## config.mk

```make
export PLATFORM = sky130hd
export DESIGN_NAME = multicycle_control
export DESIGN_NICKNAME = d
export VERILOG_FILES = /design/src/rtl/multicycle_control.sv
export SDC_FILE = /design/constraint.sdc
export NUM_CORES = 1
export LEC_CHECK = 0
export CAP_MARGIN = 10
export CELL_PAD_IN_SITES_DETAIL_PLACEMENT = 1
export CELL_PAD_IN_SITES_GLOBAL_PLACEMENT = 2
export CORE_UTILIZATION = 26
export CTS_BUF_LIST = sky130_fd_sc_hd__clkbuf_8
export CTS_CLUSTER_SIZE = 16
export DETAILED_ROUTE_END_ITERATION = 8
export HOLD_SLACK_MARGIN = 0.12
export PLACE_DENSITY = 0.81
export SETUP_SLACK_MARGIN = 0.5
export SLEW_MARGIN = 10
export SYNTH_ARGS = -nofsm -noshare
export SYNTH_HDL_FRONTEND = slang
export SYNTH_SLANG_ARGS = --single-unit
export TNS_END_PERCENT = 20
```

## constraint.sdc

```tcl
create_clock -name clk_i -period 2.45 [get_ports clk_i]
set_input_delay 0.735 -clock clk_i [delete_from_list [all_inputs] [get_ports clk_i]]
set_output_delay 0.735 -clock clk_i [all_outputs]
set_load 0.02 [all_outputs]
```

## src/rtl/multicycle_control.sv

```systemverilog
// multicycle_control: multi-cycle LEGv8 sequencer.
// Walks each instruction through fetch, decode, execute, memory and write-back,
// drives the datapath enables, owns the shared memory req/ack port and counts
// retired instructions.
module multicycle_control #(
  parameter int CNT_W = 32
) (
  input  logic             clk_i,
  input  logic             reset_n_i,
  input  logic [10:0]      inst31_21_i,
  input  logic             zero_i,
  input  logic             mem_ack_i,
  output logic             mem_req_o,
  output logic             mem_we_o,
  output logic             i_or_d_o,
  output logic             IRWrite_o,
  output logic             PCWrite_o,
  output logic [1:0]       PCSrc_o,
  output logic [1:0]       ALUOp_o,
  output logic             ALUSrc_o,
  output logic             Reg2Loc_o,
  output logic             RegWrite_o,
  output logic             MemtoReg_o,
  output logic             trap_o,
  output logic             retired_o,
  output logic [CNT_W-1:0] retire_cnt_o
);

  typedef enum logic [3:0] {
    IDLE    = 4'd0,
    FETCH   = 4'd1,
    DECODE  = 4'd2,
    EX_R    = 4'd3,
    EX_I    = 4'd4,
    EX_ADDR = 4'd5,
    MEM_RD  = 4'd6,
    MEM_WR  = 4'd7,
    WB_R    = 4'd8,
    WB_LD   = 4'd9,
    BR_CBZ  = 4'd10,
    BR_B    = 4'd11,
    TRAP    = 4'd12
  } state_e;

  state_e           state_q, state_d;
  logic [CNT_W-1:0] retire_cnt_q, retire_cnt_d;
  logic             isStur;

  // LDUR and STUR differ only in bit 1; the IR holds the opcode until the next fetch.
  assign isStur = (inst31_21_i == 11'b11111000000);

  // State and retire counter registers; reset forces IDLE so every output drops at once.
  always_ff @(posedge clk_i or negedge reset_n_i) begin
    if (!reset_n_i) begin
      state_q      <= IDLE;
      retire_cnt_q <= '0;
    end else begin
      state_q      <= state_d;
      retire_cnt_q <= retire_cnt_d;
    end
  end

  // Next-state logic: opcode decode in DECODE, handshake waits in the memory states.
  always_comb begin
    state_d = state_q;
    case (state_q)
      IDLE:    state_d = FETCH;
      FETCH:   if (mem_ack_i) state_d = DECODE;
      DECODE: begin
        casez (inst31_21_i)
          11'b10001011000,
          11'b11001011000,
          11'b10001010000,
          11'b10101010000: state_d = EX_R;
          11'b1001000100?: state_d = EX_I;
          11'b11111000010,
          11'b11111000000: state_d = EX_ADDR;
          11'b10110100???: state_d = BR_CBZ;
          11'b000101?????: state_d = BR_B;
          default:         state_d = TRAP;
        endcase
      end
      EX_R:    state_d = WB_R;
      EX_I:    state_d = WB_R;
      EX_ADDR: state_d = isStur ? MEM_WR : MEM_RD;
      MEM_RD:  if (mem_ack_i) state_d = WB_LD;
      MEM_WR:  if (mem_ack_i) state_d = FETCH;
      WB_R:    state_d = FETCH;
      WB_LD:   state_d = FETCH;
      BR_CBZ:  state_d = FETCH;
      BR_B:    state_d = FETCH;
      TRAP:    state_d = TRAP;
      default: state_d = IDLE;
    endcase
  end

  // Datapath controls decoded from the state; FETCH/MEM_WR completions and CBZ PCWrite follow their inputs.
  always_comb begin
    mem_req_o  = 1'b0;
    mem_we_o   = 1'b0;
    i_or_d_o   = 1'b0;
    IRWrite_o  = 1'b0;
    PCWrite_o  = 1'b0;
    PCSrc_o    = 2'b00;
    ALUOp_o    = 2'b00;
    ALUSrc_o   = 1'b0;
    Reg2Loc_o  = 1'b0;
    RegWrite_o = 1'b0;
    MemtoReg_o = 1'b0;
    trap_o     = 1'b0;
    retired_o  = 1'b0;
    case (state_q)
      FETCH: begin
        mem_req_o = 1'b1;
        IRWrite_o = mem_ack_i;
        PCWrite_o = mem_ack_i;
      end
      EX_R: begin
        ALUOp_o = 2'b10;
      end
      EX_I: begin
        ALUOp_o  = 2'b10;
        ALUSrc_o = 1'b1;
      end
      EX_ADDR: begin
        ALUSrc_o  = 1'b1;
        Reg2Loc_o = isStur;
      end
      MEM_RD: begin
        mem_req_o = 1'b1;
        i_or_d_o  = 1'b1;
      end
      MEM_WR: begin
        mem_req_o = 1'b1;
        mem_we_o  = 1'b1;
        i_or_d_o  = 1'b1;
        retired_o = mem_ack_i;
      end
      WB_R: begin
        RegWrite_o = 1'b1;
        retired_o  = 1'b1;
      end
      WB_LD: begin
        RegWrite_o = 1'b1;
        MemtoReg_o = 1'b1;
        retired_o  = 1'b1;
      end
      BR_CBZ: begin
        ALUOp_o   = 2'b01;
        Reg2Loc_o = 1'b1;
        PCSrc_o   = 2'b01;
        PCWrite_o = zero_i;
        retired_o = 1'b1;
      end
      BR_B: begin
        PCSrc_o   = 2'b10;
        PCWrite_o = 1'b1;
        retired_o = 1'b1;
      end
      TRAP: begin
        trap_o = 1'b1;
      end
      default: ;
    endcase
  end

  // Retire counter advances on every retired pulse and wraps naturally.
  always_comb begin
    retire_cnt_d = retire_cnt_q;
    if (retired_o) retire_cnt_d = retire_cnt_q + CNT_W'(1);
  end

  assign retire_cnt_o = retire_cnt_q;

endmodule

```

==> results.toml, run 1 <==
[timing]
max_slew.worst_pin.slew_ps = 547.5
slew_viol_final = 0
relSlewSlack_pct = 63.22
setup_viol = 1
finalCritPeriodShare_pct = 105.3
whs_ps = 466.7
tns_ps = -130.1
skew_ps = 3.515
fin_crit_ps = 2580
final_hold_viol_count = 0
setup_ws_ps = -130.1
max_freq_mhz = 387.6
rsz0062_at_grt = "true"

[clock_tree]
cts_buffer_depth = 2
cts_made_buffers = 5
cts.sinks = 36
tritoncts = "yes"
h-tree-depth = 2
root_buffer = "clkbuf_8"
hold_buffers = 0
worstSkewPairLatency_ps = 280
clk_pin_slew_worst_paths_ps = 70

[global_routing]
busiest_layer = "met2"
grt_remaining_overflow = 0
grt_max_degree = 28
gr-usage-met1_pct = 21.23
use_met3_pct = 2.925
use_met2_pct = 30.99
track_usage_pct = 17.28
antenna_found_initial = 0
grt_pass1_wl_mm = 10.72
grt_pass1_vias = 2209

[synth]
synth_compound_area_share_pct = 9.455
ys_seq_elements = 36
synth_top_family_by_area = "simple AND/OR/NAND/NOR gates"
synthArstFlopShare_pct = 100.0
synth_warnings = 0
muxShareOfSynthArea_pct = 0.5636
yosys.area_share.simple_pct = 27.80
synth-edff-count = 0
synth_xor_area_share_pct = 13.59
yosysSeqAreaShare_pct = 45.08
synth_fa_ha_area_share_pct = 0.6262
syn-num-nets = 222
synth_cells = 206
yosys.cell_types.count = 42
avgSynthCellArea_um2 = 9.700
synthesis.area_um2 = 1998
synthFlopType = "dfrtp_1"

[cells_and_area]
nets = 352
diodes = 0
syn_to_final_growth_pct = 80.71
drive_above_1_share_pct = 42.73
utilization_pct = 49.26
fill_cells = 830

[worst_setup_path]
ff2ff_path_depth = 16
rrSetupSlack_ps = 120
crit_fanout = 2
critical_path_class = "in2out"
crit_path_top_delay_cell = "or4b_4"
required_ps = 1710
rr_endpoint = "state_q[0]$_DFFE_PN0P_"
critical_path.max_stage_delay_ps = 550
cp-start-kind = "input pin"
worstPathArrival_ps = 1850
end_kind = "output port"
r2r_start = "state_q[3]$_DFFE_PN0P_"
cpMostUsedCell = "buf_6"
crit_chain = "buf_6, or4b_4, nor4_4, or2_4, buf_6"

[die]
io_pins = 62
core_um2 = 7331
core.rowCount = 31
dieArea_um2 = 8040
dieWidth_um = 89.67
initial_core_util_pct = 27.26
die_y_um = 89.67

[power_and_ir_drop]
total_power_mw = 2.657
power_density_nw_per_um2 = 735.9
p_switching_uw = 989.7
power_frac_comb_pct = 55.2
pwr-share-seq_pct = 28.4
switching_share_pct = 37.25
vdd_drop_max_mv = 0.5081
p_int_mw = 1.667
leakagePower_nw = 1.741
pwr-share-clk_pct = 16.5

[min_path]
hold-path-endpoint = "retire_cnt_o[31]$_DFFE_PN0P_"
hp-class = "reg2reg"
whs_path_depth = 1
holdCritStartpoint = "retire_cnt_o[31]$_DFFE_PN0P_"

[route]
postRouteAntennaNets = 0
drcViolationCount = 0
vias = 2121
wl_mm = 6.864
firstDrtPassIters = 4
drt-wirelength-per-cell_um = 15.74
drtIter0Drc = 72
via_per_inst = 4.865

[job]
drv_cap = 0

[place]
dp_hpwl_mm = 4.421
routabilityCongestion = 0.7651
place_ws_ps = -1146
io_buffers = 61

[outcome]
status = "finished, violations left"
violations = "setup timing"
-- state kept, by name, summed over array words and instances, names as in the netlist --
| name | flops |
|---|---|
| retire_cnt_o | 32 |
| state_q | 4 |
-- worst max path at each step --
stage	startpoint	end	slack (ps)	cells after the start
floorplan	inst31_21_i[5]	Reg2Loc_o	-30	3
global placement	inst31_21_i[8]	Reg2Loc_o	-1080	6
detailed placement	inst31_21_i[8]	Reg2Loc_o	-1150	6
CTS	inst31_21_i[0]	Reg2Loc_o	-160	5
global route	inst31_21_i[3]	Reg2Loc_o	-180	6
finish	inst31_21_i[0]	Reg2Loc_o	-130	5
-- cell usage in the layout (no fill, tap or decap), types with 3 or more instances in the layout --
| cell | Yosys | layout |
|---|---|---|
| a21oi_1 | 8 | 5 |
| buf_2 | 1 | 5 |
| buf_4 | 3 | 38 |
| buf_6 | 0 | 49 |
| clkbuf_8 | 0 | 6 |
| dfrtp_1 | 36 | 35 |
| dlygate4sd2_1 | 0 | 36 |
| nand2_1 | 21 | 19 |
| nand2b_4 | 0 | 3 |
| nand3_1 | 15 | 14 |
| nand4_1 | 12 | 12 |
| nor2_1 | 18 | 12 |
| nor2_4 | 0 | 4 |
| nor2b_1 | 7 | 4 |
| nor2b_4 | 0 | 3 |
| xnor2_1 | 28 | 28 |
| xor2_1 | 3 | 3 |
-- layer usage --
| metal | vias to the layer above | share of wire (%) |
|---|---|---|
| met3 | 18 | 4.5 |
| met4 | 0 | 2.7 |
| met1 | 1035 | 42 |
| met2 | 75 | 51 |
| met5 | - | 0 |
| li1 | 993 | - |
-- what timing repair did --
action,4_1_cts,5_1_grt
setup endpoints to repair,74,21
buffers inserted,20,10
pin swaps,13,14
gates resized for setup,217,31
-- power groups by stage --
stage                     Clock, mW  Sequential, mW  Combinational, mW
after floorplan                   0           0.810              0.416
after global placement            0           0.759              0.968
after detailed placement          0           0.761              0.987
after CTS                     0.452           0.756               1.27
after global routing          0.467           0.768               1.54
final                         0.438           0.754               1.47
-- cell type report --
cell class | instances | area, µm² | area share, %
timing repair buffer | 131 | 1222 | 33.85
multi-input combinational | 158 | 1249 | 34.58
clock inverter | 2 | 11.26 | 0.3119
sequential | 36 | 902.1 | 24.98
inverter | 4 | 20.02 | 0.5544
tap | 99 | 123.9 | 3.430
clock buffer | 6 | 82.58 | 2.287
-- worst max-delay path: cells and delay by family --
kind                   cells  cell delay [ps]
buffers and inverters      2              200
AND/OR/NAND/NOR            3              910
-- cells by family after synthesis --
group / Yosys count
AOI/OAI and AO/OA: 25
xor gates and xnor gates: 31
adders and majority gates: 1
buffers and inverters: 12
DFF: 36
muxes: 1
and+or+nand+nor: 100
-- stage by stage --
| stage | instances | cell area [µm²] |
|---|---|---|
| floorplan | 206 | 2007 |
| global route | 436 | 3611 |
| CTS | 426 | 3443 |
| global placement | 398 | 2999 |
| detailed placement | 398 | 2999 |
| finish | 436 | 3611 |
-- cell usage after synthesis (2+ instances only) --
| cell | instances | area (µm²) |
|---|---|---|
| a21oi_1 | 8 | 40.04 |
| a31oi_1 | 2 | 12.51 |
| and2_1 | 3 | 18.77 |
| and3_1 | 6 | 37.54 |
| and4_1 | 2 | 17.52 |
| buf_4 | 3 | 22.52 |
| clkbuf_1 | 4 | 15.01 |
| dfrtp_1 | 36 | 900.9 |
| inv_1 | 4 | 15.01 |
| nand2_1 | 21 | 78.83 |
| nand2b_1 | 3 | 18.77 |
| nand3_1 | 15 | 75.07 |
| nand4_1 | 12 | 75.07 |
| nor2_1 | 18 | 67.56 |
| nor2b_1 | 7 | 43.79 |
| nor3_1 | 3 | 15.01 |
| nor4bb_1 | 2 | 20.02 |
| o21ai_0 | 4 | 20.02 |
| xnor2_1 | 28 | 245.2 |
| xor2_1 | 3 | 26.28 |
No activity file was read; power rests on OpenSTA's default activity.
==> run 2: changes to the inputs <==
Settings changed: ABC_CLOCK_PERIOD_IN_PS set to 2450.
==> results of run 2 <==
Final layout, timing and power as in run 1 (identical DEF).
